## src/rtl/pipe_pkg.sv

```systemverilog
// Shared types and constants for the 4-stage pipeline sequencer.
package pipe_pkg;
  typedef enum logic [1:0] {
    IDLE  = 2'd0,
    RUN   = 2'd1,
    DRAIN = 2'd2
  } state_e;

  localparam int PH_IF = 0;
  localparam int PH_ID = 1;
  localparam int PH_EX = 2;
  localparam int PH_WB = 3;
endpackage

```

## src/rtl/pipe_ctrl_if.sv

```systemverilog
// Control/status bundle between the CPU datapath and the pipeline sequencer.
interface pipe_ctrl_if #(
  parameter int RBITS = 3,
  parameter int CW    = 16
);
  logic             start;
  logic             stop;
  logic [RBITS-1:0] id_rs1;
  logic [RBITS-1:0] id_rs2;
  logic             id_use1;
  logic             id_use2;
  logic [RBITS-1:0] ex_rd;
  logic             ex_we;
  logic [RBITS-1:0] wb_rd;
  logic             wb_we;
  logic             wb_taken;
  logic [3:0]       ph;
  logic             busy;
  logic             stall;
  logic             flush;
  logic [CW-1:0]    stall_cnt;
  logic [CW-1:0]    flush_cnt;

  modport master (
    output start, stop, id_rs1, id_rs2, id_use1, id_use2,
           ex_rd, ex_we, wb_rd, wb_we, wb_taken,
    input  ph, busy, stall, flush, stall_cnt, flush_cnt
  );

  modport slave (
    input  start, stop, id_rs1, id_rs2, id_use1, id_use2,
           ex_rd, ex_we, wb_rd, wb_we, wb_taken,
    output ph, busy, stall, flush, stall_cnt, flush_cnt
  );
endinterface

```

## src/rtl/hazard_unit.sv

```systemverilog
// RAW comparator: the ID instruction must wait while an older valid stage will
// still write one of its sources (no bypass; WB writes on the operand-latch edge).
module hazard_unit #(
  parameter int RBITS = 3
) (
  input  logic                  v_id_i,
  input  logic                  v_ex_i,
  input  logic                  v_wb_i,
  input  logic [1:0][RBITS-1:0] rs_i,
  input  logic [1:0]            use_i,
  input  logic [RBITS-1:0]      ex_rd_i,
  input  logic                  ex_we_i,
  input  logic [RBITS-1:0]      wb_rd_i,
  input  logic                  wb_we_i,
  output logic                  hazard_o
);
  logic [1:0] hit;

  for (genvar s = 0; s < 2; s++) begin : g_src
    assign hit[s] = use_i[s] &
                    ((v_ex_i & ex_we_i & (rs_i[s] == ex_rd_i)) |
                     (v_wb_i & wb_we_i & (rs_i[s] == wb_rd_i)));
  end

  assign hazard_o = v_id_i & (|hit);
endmodule

```

## src/rtl/pipe_ctrl.sv

```systemverilog
// Pipeline sequencer: per-stage valid tracking, RAW stall bubbles, branch
// flush, run/stop with drain, and stall/flush performance counters.
module pipe_ctrl
  import pipe_pkg::*;
#(
  parameter int RBITS = 3,
  parameter int CW    = 16
) (
  input logic        CLK,
  input logic        RST,
  pipe_ctrl_if.slave bus
);
  state_e                 state_q, state_d;
  logic [PH_WB:PH_ID]     vld_q, vld_d;
  logic [CW-1:0]          stall_cnt_q, stall_cnt_d;
  logic [CW-1:0]          flush_cnt_q, flush_cnt_d;
  logic                   hazard, stall, flush, run_start;
  logic [3:0]             ph;

  hazard_unit #(.RBITS(RBITS)) u_hazard (
    .v_id_i   (vld_q[PH_ID]),
    .v_ex_i   (vld_q[PH_EX]),
    .v_wb_i   (vld_q[PH_WB]),
    .rs_i     ({bus.id_rs2, bus.id_rs1}),
    .use_i    ({bus.id_use2, bus.id_use1}),
    .ex_rd_i  (bus.ex_rd),
    .ex_we_i  (bus.ex_we),
    .wb_rd_i  (bus.wb_rd),
    .wb_we_i  (bus.wb_we),
    .hazard_o (hazard)
  );

  // A retiring taken branch owns the PC this cycle, so it overrides any stall.
  assign flush = vld_q[PH_WB] & bus.wb_taken;
  assign stall = hazard & ~flush;

  always_comb begin
    ph        = '0;
    ph[PH_IF] = (state_q == RUN) & ~stall & ~flush;
    ph[PH_ID] = vld_q[PH_ID] & ~stall & ~flush;
    ph[PH_EX] = vld_q[PH_EX] & ~flush;
    ph[PH_WB] = vld_q[PH_WB];
  end

  // Valid bits shift along with the enables; a stall holds ID and injects a bubble into EX.
  always_comb begin
    vld_d = '0;
    if (!flush) begin
      vld_d[PH_WB] = ph[PH_EX];
      vld_d[PH_EX] = ph[PH_ID];
      vld_d[PH_ID] = stall ? vld_q[PH_ID] : ph[PH_IF];
    end
  end

  always_comb begin
    state_d = state_q;
    unique case (state_q)
      IDLE:    if (bus.start && !bus.stop) state_d = RUN;
      RUN:     if (bus.stop)               state_d = DRAIN;
      DRAIN:   if (vld_d == '0)            state_d = IDLE;
      default:                             state_d = IDLE;
    endcase
  end

  assign run_start = (state_q == IDLE) && (state_d == RUN);

  always_comb begin
    stall_cnt_d = stall_cnt_q + CW'(stall);
    flush_cnt_d = flush_cnt_q + CW'(flush);
    if (run_start) begin
      stall_cnt_d = '0;
      flush_cnt_d = '0;
    end
  end

  always_ff @(posedge CLK) begin
    if (RST) begin
      state_q     <= IDLE;
      vld_q       <= '0;
      stall_cnt_q <= '0;
      flush_cnt_q <= '0;
    end else begin
      state_q     <= state_d;
      vld_q       <= vld_d;
      stall_cnt_q <= stall_cnt_d;
      flush_cnt_q <= flush_cnt_d;
    end
  end

  always_comb begin
    bus.ph        = ph;
    bus.busy      = (state_q != IDLE);
    bus.stall     = stall;
    bus.flush     = flush;
    bus.stall_cnt = stall_cnt_q;
    bus.flush_cnt = flush_cnt_q;
  end
endmodule

```

## src/flat_wrapper.sv

```systemverilog
// flat-port wrapper written by rule: the top's interface ports become plain ports
module pipe_ctrl_flat import pipe_pkg::*;
#(
  parameter int RBITS = 3,
  parameter int CW    = 16
)
  (CLK, RST, bus_start, bus_stop, bus_id_rs1, bus_id_rs2, bus_id_use1, bus_id_use2, bus_ex_rd, bus_ex_we, bus_wb_rd, bus_wb_we, bus_wb_taken, bus_ph, bus_busy, bus_stall, bus_flush, bus_stall_cnt, bus_flush_cnt);
  pipe_ctrl_if #(.RBITS(RBITS), .CW(CW)) bus_i ();
  input logic CLK;
  input logic RST;
  input wire logic [$bits(bus_i.start)-1:0] bus_start;
  input wire logic [$bits(bus_i.stop)-1:0] bus_stop;
  input wire logic [$bits(bus_i.id_rs1)-1:0] bus_id_rs1;
  input wire logic [$bits(bus_i.id_rs2)-1:0] bus_id_rs2;
  input wire logic [$bits(bus_i.id_use1)-1:0] bus_id_use1;
  input wire logic [$bits(bus_i.id_use2)-1:0] bus_id_use2;
  input wire logic [$bits(bus_i.ex_rd)-1:0] bus_ex_rd;
  input wire logic [$bits(bus_i.ex_we)-1:0] bus_ex_we;
  input wire logic [$bits(bus_i.wb_rd)-1:0] bus_wb_rd;
  input wire logic [$bits(bus_i.wb_we)-1:0] bus_wb_we;
  input wire logic [$bits(bus_i.wb_taken)-1:0] bus_wb_taken;
  output wire logic [$bits(bus_i.ph)-1:0] bus_ph;
  output wire logic [$bits(bus_i.busy)-1:0] bus_busy;
  output wire logic [$bits(bus_i.stall)-1:0] bus_stall;
  output wire logic [$bits(bus_i.flush)-1:0] bus_flush;
  output wire logic [$bits(bus_i.stall_cnt)-1:0] bus_stall_cnt;
  output wire logic [$bits(bus_i.flush_cnt)-1:0] bus_flush_cnt;
  assign bus_i.start = bus_start;
  assign bus_i.stop = bus_stop;
  assign bus_i.id_rs1 = bus_id_rs1;
  assign bus_i.id_rs2 = bus_id_rs2;
  assign bus_i.id_use1 = bus_id_use1;
  assign bus_i.id_use2 = bus_id_use2;
  assign bus_i.ex_rd = bus_ex_rd;
  assign bus_i.ex_we = bus_ex_we;
  assign bus_i.wb_rd = bus_wb_rd;
  assign bus_i.wb_we = bus_wb_we;
  assign bus_i.wb_taken = bus_wb_taken;
  assign bus_ph = bus_i.ph;
  assign bus_busy = bus_i.busy;
  assign bus_stall = bus_i.stall;
  assign bus_flush = bus_i.flush;
  assign bus_stall_cnt = bus_i.stall_cnt;
  assign bus_flush_cnt = bus_i.flush_cnt;
  pipe_ctrl #(.RBITS(RBITS), .CW(CW)) u_core (.CLK(CLK), .RST(RST), .bus(bus_i));
endmodule
```

## config.mk

```make
export PLATFORM = sky130hd
export DESIGN_NAME = pipe_ctrl_flat
export DESIGN_NICKNAME = d
export VERILOG_FILES = /design/src/rtl/pipe_pkg.sv /design/src/rtl/pipe_ctrl_if.sv /design/src/rtl/hazard_unit.sv /design/src/rtl/pipe_ctrl.sv /design/src/flat_wrapper.sv
export SDC_FILE = /design/constraint.sdc
export NUM_CORES = 1
export LEC_CHECK = 0
export ABC_CLOCK_PERIOD_IN_PS = 3800
export BUFFER_PORTS_ARGS = -buffer_cell sky130_fd_sc_hd__buf_4
export CORE_MARGIN = 2
export CORE_UTILIZATION = 50
export CTS_CLUSTER_DIAMETER = 50
export DETAILED_ROUTE_END_ITERATION = 6
export GPL_TIMING_DRIVEN = 0
export PLACE_DENSITY = 0.79
export SYNTH_ARGS = -nofsm -noshare
export SYNTH_HDL_FRONTEND = slang
export SYNTH_SLANG_ARGS = --single-unit
```

## constraint.sdc

```tcl
create_clock -name CLK -period 3.8 [get_ports CLK]
set_clock_uncertainty 0.05 [all_clocks]
set_input_delay 0.57 -clock CLK [delete_from_list [all_inputs] [get_ports CLK]]
set_output_delay 0.57 -clock CLK [all_outputs]
set_load 0.02 [all_outputs]
```

### Yosys cells after proc, flatten, opt, wreduce, memory -nomap -nowiden

Cells that the tools add are included.
W data, S select, Z words.

| cells by class | value |
|---|---|
| add/subtract/negate cells | 2 |
| equal/unequal tests | 7 |
| muxes and demuxes | 6 |
| bitwise gates (word level) | 20 |
| reductions and logical operators | 8 |

Operator list:

| operator | count |
|---|---|
| $add A16 B1 Y16 | 2 |
| $and A1 B1 Y1 | 16 |
| $eq A3 B3 Y1 | 4 |
| $mux W2 | 3 |
| $pmux W2 S3 | 1 |
| $eq A2 B1 Y1 const B | 2 |
| $reduce_or A2 Y1 | 2 |
| $logic_not A3 Y1 | 1 |
| $mux W3 | 1 |
| $eq A2 B2 Y1 const B | 1 |
| $logic_and A1 B1 Y1 | 2 |
| $logic_not A2 Y1 | 1 |
| $not A1 Y1 | 2 |
| $or A1 B1 Y1 | 2 |
| $reduce_bool A2 Y1 | 1 |
| $logic_not A1 Y1 | 1 |
| $mux W1 | 1 |

| word-level totals | value |
|---|---|
| bits in registers | 37 |
| input port bits | 21 |
| output and inout port bits | 39 |

### Logic depth before layout (Yosys ltp)

| depth | value |
|---|---|
| depth after elaboration | 18 |
| mapped depth | 9 |
| gate-level depth less buffers | 9 |

### By module

From an unflattened synthesis, not the netlist that was laid out.

| second synthesis, totals | value |
|---|---|
| cells, all modules | 203 |
| area total of the unflattened synthesis | 1,764.2 um^2 |

By module, submodules not included:

| module | instances | cells each | area each (um^2) | seq. area each (um^2) |
|---|---|---|---|---|
| pipe_ctrl | 1 | 182 | 1,609.0 | 740.7 |
| hazard_unit | 1 | 21 | 155.1 | 0.0 |

### Worst setup path after synthesis

Ideal clock, no wire load.

| timing path | value |
|---|---|
| path kind | input to register |
| start | input port bus_wb_rd[2] |
| end | register u_core.stall_cnt_q[12], in the netlist u_core.bus.stall_cnt[12] |
| library setup time | 0.059 ns |
| arrival time | 2.932 ns |
| data required time | 3.691 ns |
| path slack | 0.759 ns |
| stages on the path | 9 |
| buffers on the path | 0 |
| cells stage by stage | xor2_1 -> or4_1 -> a21boi_0 -> o21ba_2 -> ha_1 -> ha_1 -> nand3_1 -> or4_1 -> nand2_1 |

| between the ends | value |
|---|---|
| word-level cells in the longest chain between the ends | 18 |

Ends and longest elaborated chain:

| item | line | RTL |
|---|---|---|
| start, declared | flat_wrapper.sv:19 | `input wire logic [$bits(bus_i.wb_rd)-1:0] bus_wb_rd;` |
| $eq A3 B3 Y1 | hazard_unit.sv:22 | `(v_wb_i & wb_we_i & (rs_i[s] == wb_rd_i)));` |
| $and A1 B1 Y1 | hazard_unit.sv:22 |  |
| $or A1 B1 Y1 | hazard_unit.sv:21 | `((v_ex_i & ex_we_i & (rs_i[s] == ex_rd_i)) \|` |
| $and A1 B1 Y1 | hazard_unit.sv:20 | `assign hit[s] = use_i[s] &` |
| $reduce_or A2 Y1 (*) | hazard_unit.sv:25 | `assign hazard_o = v_id_i & (\|hit);` |
| $and A1 B1 Y1 (*) | hazard_unit.sv:25 |  |
| $and A1 B1 Y1 (*) | pipe_ctrl.sv:35 | `assign stall = hazard & ~flush;` |
| via bus_stall | flat_wrapper.sv:24 | `output wire logic [$bits(bus_i.stall)-1:0] bus_stall;` |
| (+3 left out) | -- |  |
| $mux W1 | pipe_ctrl.sv:51 | `vld_d[PH_ID] = stall ? vld_q[PH_ID] : ph[PH_IF];` |
| $mux W3 | pipe_ctrl.sv:48 | `if (!flush) begin` |
| $logic_not A3 Y1 | pipe_ctrl.sv:60 | `DRAIN: if (vld_d == '0) state_d = IDLE;` |
| $mux W2 | pipe_ctrl.sv:60 |  |
| $pmux W2 S3 | pipe_ctrl.sv:57 | `unique case (state_q)` |
| $eq A2 B1 Y1 | pipe_ctrl.sv:65 | `assign run_start = (state_q == IDLE) && (state_d == RUN);` |
| $logic_and A1 B1 Y1 | pipe_ctrl.sv:65 |  |
| $reduce_or A2 Y1 (no source line) | -- |  |
| end signal, assigned | pipe_ctrl.sv:85 | `stall_cnt_q <= stall_cnt_d;` |
| end, declared | pipe_ctrl.sv:15 | `logic [CW-1:0] stall_cnt_q, stall_cnt_d;` |

The timed path passes the listed nets; every way through them passes the cells marked *.
A chain may end at the register's enable or synchronous reset.

### Final worst setup path

| timing path | value |
|---|---|
| start | input port bus_wb_rd[2] |
| end | register u_core.stall_cnt_q[12], in the netlist u_core.bus.stall_cnt[12] |

| between the ends | value |
|---|---|
| word-level cells in the longest chain between the ends | 18 |

Ends and longest elaborated chain:

| item | line | RTL |
|---|---|---|
| $eq A3 B3 Y1 | hazard_unit.sv:22 |  |
| $and A1 B1 Y1 | hazard_unit.sv:22 |  |
| $or A1 B1 Y1 | hazard_unit.sv:21 |  |
| $and A1 B1 Y1 | hazard_unit.sv:20 |  |
| $reduce_or A2 Y1 (*) | hazard_unit.sv:25 |  |
| $and A1 B1 Y1 (*) | hazard_unit.sv:25 |  |
| $and A1 B1 Y1 (*) | pipe_ctrl.sv:35 |  |
| $not A1 Y1 | pipe_ctrl.sv:39, pipe_ctrl.sv:40 |  |
| $and A1 B1 Y1 (2 in series) | pipe_ctrl.sv:39 | `ph[PH_IF] = (state_q == RUN) & ~stall & ~flush;` |
| $mux W1 | pipe_ctrl.sv:51 |  |
| $mux W3 | pipe_ctrl.sv:48 |  |
| $logic_not A3 Y1 | pipe_ctrl.sv:60 |  |
| $mux W2 | pipe_ctrl.sv:60 |  |
| $pmux W2 S3 | pipe_ctrl.sv:57 |  |
| $eq A2 B1 Y1 | pipe_ctrl.sv:65 |  |
| $logic_and A1 B1 Y1 | pipe_ctrl.sv:65 |  |
| $reduce_or A2 Y1 (no source line) | -- |  |

Every way passes the cells marked *; elsewhere a longest branch is shown, timed or not.

==> impl_metrics.yaml <==
die:
  fp-row-count: 21
  top_level_ports: 60
  fp.dieArea_um2: 4090
  floorplan.initialDensity: 0.531
  die_h_um: 64.0
  die_width_um: 64.0
  placeableCoreArea_um2: 3390
sta:
  setup_violations: 0
  max_freq_mhz: 327
  worst_slew_pin_slew_ns: 0.452
  finalWorstSetupSlack_ns: 0.738
  fin_setup_tns_ns: 0
  post-route-period-util: 0.806
  layout_min_cycle_time_ns: 3.06
  report.final.hold_viol_count: 0
  final_max_slew_viols: 0
  maxSlewHeadroom: 0.699
  rsz_0062_raised_after_global_routing: "false"
worst_setup_path:
  r2r.worst_path.cells: 9
  cp-end-kind: "flop"
  cp.buffers_inverters: 1
  required_ns: 4.03
  largest_driver_fanout_on_the_critical_path: 6
  setup.worst_path.class: "in2reg"
  critical_path_at_ns: 3.29
  critPathLaunchType: "primary input"
  timing.critical_path.max_delay_family: "simple AND/OR/NAND/NOR gates"
  crit_path_start: "bus_wb_rd[2]"
  crit_path_cell_trace: "buf_4 > xor2_1 > or4_1 > a21boi_0 > o21ba_2 > ha_1 > ha_1 > nand3_1 > or4_1 > nand2_1"
  worst_path_max_delay_cell: "sky130_fd_sc_hd__or4_1"
  timing.reg2reg.setup_slack_ns: 0.79
  reg2reg_to: "u_core.bus.stall_cnt[12]"
  reg2reg_start: "u_core.vld_q[3]"
  slowest_delay_ns: 0.53
drt:
  drt-wirelength-per-cell_um: 12.0
  detail_route.vias_per_cell: 5.23
  detailed_route_via_count: 1667
  route.antenna.remaining_nets: 0
  drt-pass1-iter-count: 4
  wl_um: 3810
  first_iter_violations: 45
  post_route_drc: 0
yosys:
  ys_warn_count: 0
  synth_most_common_cell: "sky130_fd_sc_hd__dfxtp_1"
  post_synth_instance_area_um2: 1800
  ys_async_sr_fraction: 0
  synth.avg_cell_area_um2: 8.73
  ys_top_cells_by_area: "sky130_fd_sc_hd__dfxtp_1 41%, sky130_fd_sc_hd__xor2_1 12%, sky130_fd_sc_hd__nor2_1 4.6%"
  synth.yosys.seq_area_share: 0.412
  synthFlopType: "sky130_fd_sc_hd__dfxtp_1"
  distinct_cell_type_count_after_synthesis: 36
  synth_common_cells: "37 x sky130_fd_sc_hd__dfxtp_1, 24 x sky130_fd_sc_hd__xor2_1, 22 x sky130_fd_sc_hd__nor2_1"
  synthCells: 206
  netlist.top_cell.by_area: "sky130_fd_sc_hd__dfxtp_1"
  post_synthesis_register_bit_count: 37
  post-synth-top-area-fraction: 0.412
  post_synth_edffs: 0
  synthesis.nets: 231
clocking:
  tritoncts_clock_tree: "yes"
  htree_num_levels: 2
  cts_buffers: 5
  clkSlewWorstSetupHoldPaths_ns: 0.11
  postCtsResizedCells: 0
  worst_skew_pair.late_latency_ns: 0.33
  cts-hold-fix-buffers: 0
  cts_root_buffer: "sky130_fd_sc_hd__clkbuf_4"
  clockBufferDepth: 2
  cts.sinks: 37
  post_cts.repair.setup_buffers: 0
power_and_ir_drop:
  power.density_cell_area_nw_per_um2: 271
  ir_worst_vdd_v: 0.000234
  power.static_leakage_nw: 0.983
finish:
  filler_cell_count: 305
  fin_nets: 297
  post_route_cells_drive_above_1_share: 0.275
  final_antenna_diode_count: 0
  areaGrowthSynthToFinish_pct: 30.5
global_routing:
  largest_net_degree_at_the_start_of_global_routing: 11
  via_count_of_the_first_global_routing_pass: 1518
  gr-usage-all-layers: 0.198
  grt_antenna_before_repair: 0
  grt_overflow_total: 0
  first_pass_grt_wire_length_um: 6470
min_path:
  holdCritPathClass: "in2reg"
  worst_hold_path.endpoint: "u_core.state_q[0]"
  min_from: "bus_stop"
  hold_path_depth: 2
run:
  drv_cap: 0
place:
  hpwlAfterDp_um: 2940
  portBuffers: 59
  gp_routability_congestion: 0.817
  dpl_worst_slack_ns: 0.420
status:
  run_status: "finished, final reports clean"
-- sequential cells by signal (all words and copies together), names as in the netlist --
signal and count:
u_core.state_q 2, u_core.bus.stall_cnt 16, u_core.bus.flush_cnt 16, u_core.vld_q 3
-- metal layers --
| layer | global-route usage | vias to the layer above | share of wire |
|---|---|---|---|
| met4 | 0.0734 | 0 | 0.013 |
| met5 | 0 | - | 0 |
| met3 | 0.0423 | 5 | 0.043 |
| li1 | - | 849 | - |
| met1 | 0.243 | 777 | 0.44 |
| met2 | 0.337 | 36 | 0.51 |
-- where the power goes --
part	internal [W]	leakage (nW)	total [W]	switching [W]
Sequential	0.000389	0.298	0.000391	0.00000163
Clock	0.0000738	0.0265	0.000194	0.000121
Combinational	0.0000263	0.659	0.0000516	0.0000253
Total	0.000489	0.983	0.000637	0.000147
-- metrics by stage --
step / hold WS [ns] / util / cell area (um2) / power (W) / cells
2_1_floorplan: 0.403 / - / 1800 / 0.000422 / 206
3_3_place_gp: 0.425 / 0.678 / 2300 / 0.000451 / 311
3_5_place_dp: 0.430 / 0.678 / 2300 / 0.000452 / 311
4_1_cts: 0.345 / 0.693 / 2350 / 0.000644 / 319
5_1_grt: 0.339 / 0.693 / 2350 / 0.000669 / 319
6_report: 0.358 / 0.693 / 2350 / 0.000637 / 319
-- worst max path at each step --
stage	to	slack [ns]	cells after the start
final	u_core.bus.stall_cnt[12]	0.74	10
after global routing	u_core.bus.stall_cnt[12]	0.58	9
after CTS	u_core.bus.stall_cnt[12]	0.76	10
after detailed placement	u_core.bus.stall_cnt[12]	0.42	10
after global placement	u_core.bus.stall_cnt[12]	0.43	10
after floorplan	u_core.bus.stall_cnt[12]	0.76	9
-- area by class of cell --
type | count | area (um2) | share of cell area
plain buffers | 7 | 37.5 | 0.0160
clock buffers | 8 | 48.8 | 0.0208
well taps | 46 | 57.6 | 0.0245
flip-flops and latches | 37 | 741 | 0.315
multi-input cells | 158 | 1010 | 0.428
repair buffers | 59 | 443 | 0.189
inverters | 4 | 15.0 | 0.00639
-- layout by cell type (no fill, tap or decap), types with 2 or more instances in the layout --
master                     Yosys  final
sky130_fd_sc_hd__or2_2         3      3
sky130_fd_sc_hd__xor2_1       24     24
sky130_fd_sc_hd__o211ai_1      2      2
sky130_fd_sc_hd__xnor2_1       7      7
sky130_fd_sc_hd__nor3_1        5      5
sky130_fd_sc_hd__or4_1         3      3
sky130_fd_sc_hd__nor2_1       22     22
sky130_fd_sc_hd__nor4_1        6      6
sky130_fd_sc_hd__o21ai_0       8      8
sky130_fd_sc_hd__nand4_1       7      7
sky130_fd_sc_hd__dfxtp_1      37     37
sky130_fd_sc_hd__clkbuf_1      2      5
sky130_fd_sc_hd__and2_1        8      8
sky130_fd_sc_hd__buf_1         2      2
sky130_fd_sc_hd__ha_1          4      4
sky130_fd_sc_hd__buf_4         3     62
sky130_fd_sc_hd__inv_1         4      4
sky130_fd_sc_hd__nand2_1      17     17
sky130_fd_sc_hd__or3_1         6      6
sky130_fd_sc_hd__nand3_1       9      9
sky130_fd_sc_hd__a21oi_1      10     10
sky130_fd_sc_hd__clkbuf_4      0      5
sky130_fd_sc_hd__and4_1        2      2
sky130_fd_sc_hd__nand4b_1      2      2
-- logic make-up after synthesis --
family | count (synthesis) | share of synthesized area
and+or+nand+nor | 97 | 0.293
DFF | 37 | 0.412
xor gates and xnor gates | 31 | 0.151
AOI/OAI and AO/OA | 26 | 0.0876
buffers and inverters | 11 | 0.0292
adders and majority gates | 4 | 0.0278
Power figures use the tool's default switching activity.
